$ cat config.mk
export PLATFORM = sky130hd
export DESIGN_NAME = axil_cmd_initiator
export DESIGN_NICKNAME = d
export VERILOG_FILES = /design/src/rtl/axil_pkg.sv /design/src/rtl/axil_watchdog.sv /design/src/rtl/axil_cmd_initiator.sv
export SDC_FILE = /design/constraint.sdc
export NUM_CORES = 1
export LEC_CHECK = 0
export ABC_AREA = 1
export CAP_MARGIN = 40
export CORE_ASPECT_RATIO = 0.5
export CORE_UTILIZATION = 44
export CTS_BUF_LIST = sky130_fd_sc_hd__clkbuf_8
export DETAILED_ROUTE_END_ITERATION = 12
export PLACE_DENSITY = 0.92
export SETUP_SLACK_MARGIN = 0.15
export SKIP_CTS_REPAIR_TIMING = 1
export SLEW_MARGIN = 20
export SYNTH_ARGS = -nofsm -noshare
export SYNTH_HDL_FRONTEND = slang
export SYNTH_SLANG_ARGS = --single-unit
$ cat constraint.sdc
create_clock -name axi_aclk -period 4.8 [get_ports axi_aclk]
set_clock_uncertainty 0.2 [all_clocks]
set_input_delay 0.72 -clock axi_aclk [delete_from_list [all_inputs] [get_ports axi_aclk]]
set_output_delay 0.72 -clock axi_aclk [all_outputs]
set_load 0.05 [all_outputs]
$ cat src/rtl/axil_pkg.sv
// axil_pkg
// Shared AXI4-Lite definitions for the command initiator: response codes,
// default protection bits, the initiator state encoding and a state helper.
package axil_pkg;

    localparam logic [1:0] RESP_OKAY    = 2'b00;
    localparam logic [1:0] RESP_SLVERR  = 2'b10;
    localparam logic [2:0] PROT_DEFAULT = 3'b000;

    typedef enum logic [2:0] {
        ST_IDLE,
        ST_WR_REQ,
        ST_WR_RESP,
        ST_RD_REQ,
        ST_RD_DATA,
        ST_RSP
    } init_state_t;

    // States in which the initiator is waiting on the AXI target.
    function automatic logic is_bus_wait(input init_state_t s);
        return (s == ST_WR_REQ) || (s == ST_WR_RESP) ||
               (s == ST_RD_REQ) || (s == ST_RD_DATA);
    endfunction

endpackage

$ cat src/rtl/axil_watchdog.sv
// axil_watchdog
// Counts cycles spent in a bus-wait state and flags expiry on the TIMEOUT-th
// consecutive cycle. TIMEOUT = 0 disables the watchdog entirely.
// Ports:
//   i_clk     clock (rising edge)
//   i_rst     synchronous active-high reset
//   i_clear   clear the count (state transition)
//   i_run     count this cycle (bus-wait state)
//   o_expired high in the TIMEOUT-th cycle of an uninterrupted wait
module axil_watchdog #(
    parameter int TIMEOUT = 255
) (
    input  logic i_clk,
    input  logic i_rst,
    input  logic i_clear,
    input  logic i_run,
    output logic o_expired
);

    // The count never needs to exceed TIMEOUT-1.
    localparam int              CNT_W = (TIMEOUT < 2) ? 1 : $clog2(TIMEOUT);
    localparam logic [CNT_W-1:0] LIMIT = CNT_W'((TIMEOUT > 0) ? TIMEOUT - 1 : 0);
    localparam logic            EN    = (TIMEOUT != 0);

    logic [CNT_W-1:0] r_cnt;
    logic             w_at_limit;

    assign w_at_limit = (r_cnt == LIMIT);

    always_ff @(posedge i_clk) begin
        if (i_rst || i_clear) begin
            r_cnt <= '0;
        end else if (i_run && !w_at_limit) begin
            r_cnt <= r_cnt + 1'b1;
        end
    end

    // r_cnt holds the number of completed cycles in this state, so the
    // TIMEOUT-th cycle is the one where r_cnt == TIMEOUT-1.
    assign o_expired = EN && i_run && w_at_limit;

endmodule

$ cat src/rtl/axil_cmd_initiator.sv
// axil_cmd_initiator
// AXI4-Lite initiator: turns single-beat local commands into AXI-Lite write or
// read transactions, one outstanding at a time. A watchdog turns a hung target
// into a SLVERR response flagged with rsp_timeout and a sticky bus_fault.
// Ports:
//   axi_aclk / axi_areset        clock, synchronous active-high reset
//   cmd_*                        command handshake and payload (in)
//   rsp_*                        response handshake and payload (out)
//   bus_fault                    sticky watchdog-abort flag
//   axil_aw* / w* / b* / ar* / r* AXI4-Lite initiator channels
module axil_cmd_initiator
    import axil_pkg::*;
#(
    parameter int TIMEOUT = 255
) (
    input  logic        axi_aclk,
    input  logic        axi_areset,
    input  logic        cmd_valid,
    output logic        cmd_ready,
    input  logic        cmd_write,
    input  logic [31:0] cmd_addr,
    input  logic [31:0] cmd_wdata,
    input  logic [3:0]  cmd_wstrb,
    output logic        rsp_valid,
    input  logic        rsp_ready,
    output logic        rsp_write,
    output logic [31:0] rsp_rdata,
    output logic [1:0]  rsp_resp,
    output logic        rsp_timeout,
    output logic        bus_fault,
    output logic        axil_awvalid,
    output logic [31:0] axil_awaddr,
    output logic [2:0]  axil_awprot,
    input  logic        axil_awready,
    output logic        axil_wvalid,
    output logic [31:0] axil_wdata,
    output logic [3:0]  axil_wstrb,
    input  logic        axil_wready,
    input  logic        axil_bvalid,
    input  logic [1:0]  axil_bresp,
    output logic        axil_bready,
    output logic        axil_arvalid,
    output logic [31:0] axil_araddr,
    output logic [2:0]  axil_arprot,
    input  logic        axil_arready,
    input  logic        axil_rvalid,
    input  logic [31:0] axil_rdata,
    input  logic [1:0]  axil_rresp,
    output logic        axil_rready
);

    init_state_t r_state, w_state_next;

    logic        r_write;
    logic [31:0] r_addr;
    logic [31:0] r_wdata;
    logic [3:0]  r_wstrb;
    logic        r_aw_done;
    logic        r_w_done;
    logic [31:0] r_rsp_rdata;
    logic [1:0]  r_rsp_resp;
    logic        r_rsp_timeout;
    logic        r_bus_fault;

    logic w_aw_hs, w_w_hs, w_b_hs, w_ar_hs, w_r_hs;
    logic w_aw_done_nxt, w_w_done_nxt;
    logic w_expired, w_abort, w_accept;

    // Valids/readies decode straight from flops, so no input-to-output path.
    assign cmd_ready    = (r_state == ST_IDLE);
    assign axil_awvalid = (r_state == ST_WR_REQ) && !r_aw_done;
    assign axil_wvalid  = (r_state == ST_WR_REQ) && !r_w_done;
    assign axil_bready  = (r_state == ST_WR_RESP);
    assign axil_arvalid = (r_state == ST_RD_REQ);
    assign axil_rready  = (r_state == ST_RD_DATA);
    assign rsp_valid    = (r_state == ST_RSP);

    assign axil_awaddr  = r_addr;
    assign axil_araddr  = r_addr;
    assign axil_wdata   = r_wdata;
    assign axil_wstrb   = r_wstrb;
    assign axil_awprot  = PROT_DEFAULT;
    assign axil_arprot  = PROT_DEFAULT;

    assign rsp_write    = r_write;
    assign rsp_rdata    = r_rsp_rdata;
    assign rsp_resp     = r_rsp_resp;
    assign rsp_timeout  = r_rsp_timeout;
    assign bus_fault    = r_bus_fault;

    assign w_accept      = cmd_valid && cmd_ready;
    assign w_aw_hs       = axil_awvalid && axil_awready;
    assign w_w_hs        = axil_wvalid && axil_wready;
    assign w_b_hs        = axil_bvalid && axil_bready;
    assign w_ar_hs       = axil_arvalid && axil_arready;
    assign w_r_hs        = axil_rvalid && axil_rready;
    assign w_aw_done_nxt = r_aw_done || w_aw_hs;
    assign w_w_done_nxt  = r_w_done || w_w_hs;

    axil_watchdog #(
        .TIMEOUT (TIMEOUT)
    ) u_wdog (
        .i_clk     (axi_aclk),
        .i_rst     (axi_areset),
        .i_clear   (w_state_next != r_state),
        .i_run     (is_bus_wait(r_state)),
        .o_expired (w_expired)
    );

    // Next-state logic: a completing handshake is always checked before the
    // watchdog, so a handshake in the expiry cycle wins.
    always_comb begin
        w_state_next = r_state;
        w_abort      = 1'b0;
        case (r_state)
            ST_IDLE: begin
                if (cmd_valid) w_state_next = cmd_write ? ST_WR_REQ : ST_RD_REQ;
            end
            ST_WR_REQ: begin
                if (w_aw_done_nxt && w_w_done_nxt) begin
                    w_state_next = ST_WR_RESP;
                end else if (w_expired) begin
                    w_state_next = ST_RSP;
                    w_abort      = 1'b1;
                end
            end
            ST_WR_RESP: begin
                if (w_b_hs) begin
                    w_state_next = ST_RSP;
                end else if (w_expired) begin
                    w_state_next = ST_RSP;
                    w_abort      = 1'b1;
                end
            end
            ST_RD_REQ: begin
                if (w_ar_hs) begin
                    w_state_next = ST_RD_DATA;
                end else if (w_expired) begin
                    w_state_next = ST_RSP;
                    w_abort      = 1'b1;
                end
            end
            ST_RD_DATA: begin
                if (w_r_hs) begin
                    w_state_next = ST_RSP;
                end else if (w_expired) begin
                    w_state_next = ST_RSP;
                    w_abort      = 1'b1;
                end
            end
            ST_RSP: begin
                if (rsp_ready) w_state_next = ST_IDLE;
            end
            default: w_state_next = ST_IDLE;
        endcase
    end

    always_ff @(posedge axi_aclk) begin
        if (axi_areset) r_state <= ST_IDLE;
        else            r_state <= w_state_next;
    end

    always_ff @(posedge axi_aclk) begin
        if (axi_areset) begin
            r_write       <= 1'b0;
            r_addr        <= '0;
            r_wdata       <= '0;
            r_wstrb       <= '0;
            r_aw_done     <= 1'b0;
            r_w_done      <= 1'b0;
            r_rsp_rdata   <= '0;
            r_rsp_resp    <= RESP_OKAY;
            r_rsp_timeout <= 1'b0;
            r_bus_fault   <= 1'b0;
        end else begin
            if (w_accept) begin
                r_write   <= cmd_write;
                r_addr    <= cmd_addr;
                r_wdata   <= cmd_wdata;
                r_wstrb   <= cmd_wstrb;
                r_aw_done <= 1'b0;
                r_w_done  <= 1'b0;
            end
            if (r_state == ST_WR_REQ) begin
                r_aw_done <= w_aw_done_nxt;
                r_w_done  <= w_w_done_nxt;
            end
            if (w_b_hs) begin
                r_rsp_resp    <= axil_bresp;
                r_rsp_rdata   <= '0;
                r_rsp_timeout <= 1'b0;
            end
            if (w_r_hs) begin
                r_rsp_resp    <= axil_rresp;
                r_rsp_rdata   <= axil_rdata;
                r_rsp_timeout <= 1'b0;
            end
            if (w_abort) begin
                r_rsp_resp    <= RESP_SLVERR;
                r_rsp_rdata   <= '0;
                r_rsp_timeout <= 1'b1;
                r_bus_fault   <= 1'b1;
            end
        end
    end

endmodule

==> results of run 1 <==
-- final cells by class --
type                            instances  share of cell area
Clock buffer                           19              0.0335
Clock inverter                         12              0.0205
Inverter                               36              0.0177
Multi-Input combinational cell        424               0.264
Sequential cell                       118               0.303
Tap cell                              145              0.0233
Timing Repair Buffer                  261               0.338
-- worst register-to-register path: cells and delay by family, from the launching register on --
family / cells / cell delay (ns)
buffers and inverters: 3 / 0.52
flip-flops: 1 / 0.47
AND/OR/NAND/NOR: 9 / 1.31
-- power breakdown --
part,total (uW),internal [uW],switching (uW)
combinational,1020,346,677
clock,969,582,387
sequential,1130,1060,63.5
-- flip-flops by register name (all words and copies together) (netlist names) --
signal / cells
rsp_rdata: 32
rsp_write: 1
bus_fault: 1
r_w_done: 1
r_aw_done: 1
axil_wstrb: 4
axil_araddr: 32
axil_wdata: 32
rsp_timeout: 1
r_state: 3
rsp_resp: 2
u_wdog.r_cnt: 8
-- metrics by stage --
step	area, sq um	power (uW)	hold slack, ns	instances
6_report	7790	3120	0.259	1015
5_1_grt	7790	3230	0.280	1015
4_1_cts	7790	3130	0.262	1015
3_5_place_dp	7370	2160	0.243	984
3_3_place_gp	7330	2140	0.241	982
2_1_floorplan	5020	1840	0.342	650
-- cells in the mapped netlist, types with 5 or more instances --
cell / number / share of area
buf_4: 38 / 0.057
dfxtp_1: 118 / 0.47
nand2_1: 99 / 0.074
inv_1: 27 / 0.020
clkbuf_1: 20 / 0.015
nand2_2: 10 / 0.012
buf_6: 6 / 0.013
nand3_1: 11 / 0.011
a21oi_1: 31 / 0.031
inv_2: 7 / 0.0052
o21ai_0: 71 / 0.071
buf_2: 8 / 0.0080
nand4_1: 5 / 0.0062
nor3_2: 10 / 0.020
nor2_1: 143 / 0.11
a21oi_2: 9 / 0.016
-- worst paths after layout --
check | start | to | slack, ns
max | r_state[0] | axil_wvalid | 1.40
min reg2reg | rsp_rdata[7] | rsp_rdata[7] | 0.26
max reg2reg | r_state[0] | u_wdog.r_cnt[3] | 2.24
min | rsp_rdata[7] | rsp_rdata[7] | 0.26
-- layer usage --
layer | wire, microns | GRT usage | up-vias
li1 | - | - | 2425
met1 | 5960 | 0.272 | 2267
met2 | 7680 | 0.446 | 180
met3 | 614 | 0.0441 | 41
met4 | 484 | 0.116 | 0
met5 | 0 | 0 | -
-- cell families (layout without fill, tap and decap cells) --
family | Yosys count | after routing | share of synthesized area
XOR/XNOR | 5 | 5 | 0.00875
flip-flops | 118 | 118 | 0.472
adder cells (fa/ha/maj) | 2 | 2 | 0.00500
AND/OR/NAND/NOR | 297 | 297 | 0.268
AO/OA/AOI/OAI | 114 | 114 | 0.124
buffers and inverters | 108 | 328 | 0.121
other | 1 | 6 | 0.000749
==> run metrics, run 1 <==
CTS tree=done; via/cell ratio=4.84; Critical Path Stages=5; P&R area growth vs syn=55.7%; Hold WC Path Type=reg -> reg; share of post-route cells with drive strength above 1=0.0966; GP Congestion=0.825; final setup TNS=0 ns; Final Critical Period=3.40 ns; Final WS setup=1.40 ns; Max FO, Critical Path=9; Clock Path Buffers=2; Avg Inst Size Synth=7.76 sq um; Final Setup Violations=0; Finished Core Util=0.706; flops & latches, synth=118; wire per inst=14.5 microns; Post-synth ARST share=0; total area of multi-input combinational cells=0.00206 sq mm; HPWL Detailed=10300 microns; first-pass GRT wire length=22700 microns; final wirelength=14700 microns; CP bufs+invs=2; core area=0.0110 sq mm; clk slew on worst S/H paths=0.06 ns; Setup crit start kind=flop; 1st-iter DRT viols=301; drt drc=0; worst-margin pin slew=0.734 ns; mapped cell area=0.00501 sq mm; Max VDD drop=0.204 mV; Critical Path RT=3.88 ns; Rows=27; vias post-DR=4913; Seq/Total Area, Yosys=0.472; final hold violation count=0; pre-CTS WS=1.75 ns; GRT Residual Overflow=0; vias in the first global route=4615; die height=77.4 microns; Slew HR=0.510; most frequent cells in the layout=clkdlybuf4s50_1 (257), nor2_1 (143), dfxtp_1 (118), nand2_1 (99), o21ai_0 (71); CP max-delay cell=clkdlybuf4s50_1; initial core utilization=0.453; nets=974; Skew-Pair Late Insertion Delay=0.42 ns; Pleak=0.00307 uW; ys flop type=dfxtp_1; initial antenna violation count=0; Power Density=400 mW/mm^2; Distinct cells, synth=33; most common cell after layout, fill and taps aside=clkdlybuf4s50_1; die area=0.0118 sq mm; CP Class=reg -> out; outcome=completed; hold depth=2; Max Freq=0.294 GHz; post-synthesis cell count=645; die width=153 microns; H-tree level count=4; root buf cell=clkbuf_8; crit path cell chain=nand2_2 > nor2_2 > inv_1 > nor2_1 > clkdlybuf4s50_1; I/O pins=264; Port-buffer cells=257; Layout fillers=794; max-capacitance violation count=0; Ys Warns=0; Worst EP arrival=2.48 ns; Post-synth EDFFs=0; Reg area=0.00236 sq mm; Antenna Cells=0; CTS Sinks=118; worst-case reg-to-reg path depth=12; Routed Antenna Nets=0; final slew viol count=0; Worst Setup End Kind=output port; CP peak stage delay=0.85 ns; RSZ-0062 raised after global routing=no; DR pass1 iterations=7; GRT Util Overall=0.241; fin crit share=0.708; largest net degree at the start of global routing=44; total CTS buffers=17; crit-path leading delay family=buffers and inverters
(Power assumes the default switching activity.)
==> inputs of run 2 (changes only) <==
--- a/config.mk
+++ b/config.mk
@@ -8,10 +8,10 @@
 export ABC_AREA = 1
 export CAP_MARGIN = 40
 export CORE_ASPECT_RATIO = 0.5
-export CORE_UTILIZATION = 44
+export CORE_UTILIZATION = 37
 export CTS_BUF_LIST = sky130_fd_sc_hd__clkbuf_8
 export DETAILED_ROUTE_END_ITERATION = 12
-export PLACE_DENSITY = 0.92
+export PLACE_DENSITY = 0.83
 export SETUP_SLACK_MARGIN = 0.15
 export SKIP_CTS_REPAIR_TIMING = 1
 export SLEW_MARGIN = 20
==> constraint.sdc (replaced) <==
create_clock -name axi_aclk -period 3.06 [get_ports axi_aclk]
set_clock_uncertainty 0.2 [all_clocks]
set_input_delay 0.459 -clock axi_aclk [delete_from_list [all_inputs] [get_ports axi_aclk]]
set_output_delay 0.459 -clock axi_aclk [all_outputs]
set_load 0.05 [all_outputs]
==> run metrics, run 2 (synthesis gave the netlist of run 1 again) <==
outcome=finished with violations; violated checks=DRC; Max VDD drop=0.327 mV; Worst Setup End Kind=output port; GP Congestion=0.893; Layout fillers=1080; P&R area growth vs syn=57.9%; final hold violation count=0; Rows=29; CTS Sinks=118; initial antenna violation count=0; most frequent cells in the layout=clkdlybuf4s50_1 (255), nor2_1 (143), dfxtp_1 (118), nand2_1 (99), o21ai_0 (71); nets=976; fin cells=1043; Reg area=0.00236 sq mm; Hold WC Path Type=reg -> reg; Max Freq=0.356 GHz; Antenna Cells=0; drt drc=5; Max FO, Critical Path=9; routed wl met2=7600 microns; core area=0.0129 sq mm; CP peak stage delay=0.85 ns; Worst EP arrival=2.15 ns; HPWL Detailed=10400 microns; worst-margin pin slew=0.578 ns; vias post-DR=4840; DR pass1 iterations=11; Skew-Pair Late Insertion Delay=0.41 ns; initial core utilization=0.388; Routed Antenna Nets=0; root buf cell=clkbuf_8; pre-CTS WS=0.506 ns; hold_ws=0.265 ns; CP Class=reg -> out; I/O pins=264; first-pass GRT wire length=23300 microns; Clock Path Buffers=2; Final Critical Period=2.81 ns; Power Density=655 mW/mm^2; die area=0.0140 sq mm; dpl cells=1011; die height=84.3 microns; H-tree level count=4; most common cell after layout, fill and taps aside=clkdlybuf4s50_1; Placed Area=0.00739 sq mm; Critical Path RT=2.40 ns; Post-Layout Inst Area=0.00790 sq mm; die width=167 microns; Setup crit start kind=flop; total area of multi-input combinational cells=0.00206 sq mm; total CTS buffers=17; metal1 wirelength=6000 microns; crit-path leading delay family=buffers and inverters; top routing layer in use=met4; final wirelength=14600 microns; wire per inst=14.0 microns; CP max-delay cell=clkdlybuf4s50_1; 1st-iter DRT viols=260; share of post-route cells with drive strength above 1=0.101; CP bufs+invs=1; final setup TNS=0 ns; Final WS setup=0.251 ns; vias in the first global route=4712; Slew HR=0.614; Final Setup Violations=0; fin crit share=0.918; max-capacitance violation count=0; crit path cell chain=nand2_2 > nor2_2 > clkdlybuf4s50_1; Port-buffer cells=257; GRT Util Overall=0.206; CTS tree=done; DR WL met3=668 microns; Pleak=0.00312 uW; clk slew on worst S/H paths=0.07 ns; GRT Residual Overflow=0; via/cell ratio=4.64; final slew viol count=0; RSZ-0062 raised after global routing=no; largest net degree at the start of global routing=41
run 2: report_power, final:
group / switching, uW / total [uW] / leakage [uW] / internal, uW
Clock: 641 / 1820 / 0.000250 / 1180
Sequential: 92.8 / 1760 / 0.000967 / 1670
Combinational: 1060 / 1600 / 0.00191 / 539
Total: 1790 / 5180 / 0.00312 / 3380
run 2: area by class of cell:
cell class,instances,area share
repair buffers,263,0.332
flip-flops and latches,118,0.299
multi-input cells,424,0.260
clock buffers,19,0.0331
clock inverters,13,0.0317
well taps,170,0.0269
inverters,36,0.0174
run 2: stage by stage:
step / utilization / power (uW)
6_report: 0.612 / 5180
5_1_grt: 0.612 / 5390
4_1_cts: 0.611 / 5230
3_5_place_dp: 0.572 / 3390
3_3_place_gp: 0.572 / 3370
2_1_floorplan: - / 2880
run 2: routing by layer:
metal | GRT usage | vias to the layer above
met5 | 0 | -
li1 | - | 2434
met2 | 0.380 | 136
met3 | 0.0528 | 28
met1 | 0.231 | 2242
met4 | 0.0791 | 0
run 2: worst paths after layout:
kind	slack (ns)	depth (start not counted)	start	to
setup reg to reg	0.79	8	r_state[1]	rsp_rdata[30]
hold / removal	0.26	2	rsp_rdata[6]	rsp_rdata[6]
setup / recovery	0.25	3	r_state[1]	axil_arvalid
hold reg to reg	0.26	2	rsp_rdata[6]	rsp_rdata[6]
run 2: worst register-to-register path: cells and delay by family (launching register included):
kind	cells	cell delay [ns]
buf+inv	3	0.90
simple gates	4	0.36
flops	1	0.64
compound gates	1	0.06
==> inputs of run 3 (changes only) <==
--- a/config.mk
+++ b/config.mk
@@ -7,11 +7,13 @@
 export LEC_CHECK = 0
 export ABC_AREA = 1
 export CAP_MARGIN = 40
+export CELL_PAD_IN_SITES_DETAIL_PLACEMENT = 0
+export CELL_PAD_IN_SITES_GLOBAL_PLACEMENT = 1
 export CORE_ASPECT_RATIO = 0.5
-export CORE_UTILIZATION = 37
+export CORE_UTILIZATION = 25
 export CTS_BUF_LIST = sky130_fd_sc_hd__clkbuf_8
 export DETAILED_ROUTE_END_ITERATION = 12
-export PLACE_DENSITY = 0.83
+export PLACE_DENSITY = 0.82
 export SETUP_SLACK_MARGIN = 0.15
 export SKIP_CTS_REPAIR_TIMING = 1
 export SLEW_MARGIN = 20
==> run metrics, run 3 (synthesis gave the netlist of run 1 again) <==
core area=0.0195 sq mm; vias post-DR=4764; Power Density=618 mW/mm^2; largest net degree at the start of global routing=69; Setup crit start kind=flop; final hold violation count=0; fin crit share=0.911; drt drc=0; Critical Path RT=2.40 ns; wire per inst=13.5 microns; Skew-Pair Late Insertion Delay=0.42 ns; max-capacitance violation count=0; Port-buffer cells=257; worst-margin pin slew=0.665 ns; most common cell after layout, fill and taps aside=clkdlybuf4s50_1; I/O pins=264; 1st-iter DRT viols=218; die width=202 microns; Slew HR=0.556; die height=102 microns; Max Freq=0.359 GHz; CP Class=reg -> out; Pleak=0.00309 uW; via/cell ratio=4.19; die area=0.0206 sq mm; Final Critical Period=2.79 ns; Layout fillers=1967; DR pass1 iterations=4; clk slew on worst S/H paths=0.07 ns; HPWL Detailed=10900 microns; root buf cell=clkbuf_8; final wirelength=15400 microns; Max VDD drop=0.270 mV; Final Setup Violations=0; P&R area growth vs syn=58.7%; hold_ws=0.263 ns; CTS Sinks=118; most frequent cells in the layout=clkdlybuf4s50_1 (255), nor2_1 (143), dfxtp_1 (118), nand2_1 (99), o21ai_0 (71); Antenna Cells=0; Hold WC Path Type=reg -> reg; Max FO, Critical Path=9; vias in the first global route=4440; outcome=completed; Reg area=0.00236 sq mm; Worst Setup End Kind=output port; initial antenna violation count=0; Clock Path Buffers=2; GRT Util Overall=0.142; total area of multi-input combinational cells=0.00206 sq mm; H-tree level count=4; initial core utilization=0.256; RSZ-0062 raised after global routing=no; Rows=36; GRT Residual Overflow=0; first-pass GRT wire length=23300 microns; CTS tree=done; Routed Antenna Nets=0; GP Congestion=0.781; nets=976; final setup TNS=0 ns; share of post-route cells with drive strength above 1=0.101; final slew viol count=0; Worst EP arrival=2.13 ns; total CTS buffers=17
run 3: cell count changes in the layout (fill, tap and decap cells not counted):
| cell | delta |
|---|---|
| buf_4 | -1 |
| inv_1 | -1 |
| inv_6 | +4 |
| bufinv_16 | -4 |
| clkinv_4 | +2 |
| clkinvlp_4 | -1 |
| clkbuf_8 | -1 |
| buf_12 | +1 |
run 3: worst max-delay path: stages, from the launching register on:
cell and delay, ns:
dfxtp_1 0.61, nand2_2 0.11, nor2_2 0.12, clkdlybuf4s50_1 0.87
run 3: path summary, 6_finish.rpt:
check / from / endpoint / slack (ns) / cells after the start
worst max-delay path: r_state[1] / axil_arvalid / 0.27 / 3
worst min-delay path: bus_fault / bus_fault / 0.26 / 2
worst max register to register: r_state[0] / rsp_resp[0] / 0.97 / 9
worst min register to register: bus_fault / bus_fault / 0.26 / 2
run 3: area by class of cell:
type,count,share of cell area
multi-input combinational,424,0.259
inverter,36,0.0173
clock buffer,18,0.0312
clock inverter,13,0.0216
tap,266,0.0419
sequential,118,0.297
timing repair buffer,263,0.332
run 3: routing by layer:
layer  GRT usage  up-vias  part of all wire
met3      0.0325       14             0.033
met2       0.255       93              0.52
met1       0.171     2228              0.44
li1            -     2429                 -
met5           0        -                 0
met4      0.0422        0            0.0099
run 3: report_power, final:
group	switching (uW)	internal, uW
logic	1070	542
clock network	703	837
registers	92.2	1670
total	1860	3050
run 3: metrics by stage:
step | total power [uW] | instance area (sq um) | std cells | util | setup slack (ns)
after floorplan | 2880 | 5020 | 650 | - | 1.01
final | 4910 | 7940 | 1138 | 0.406 | 0.273
after detailed placement | 3410 | 7520 | 1107 | 0.385 | 0.520
after global placement | 3390 | 7520 | 1107 | 0.385 | 0.535
after global routing | 5150 | 7940 | 1138 | 0.406 | 0.154
after CTS | 4980 | 7940 | 1138 | 0.406 | 0.0408
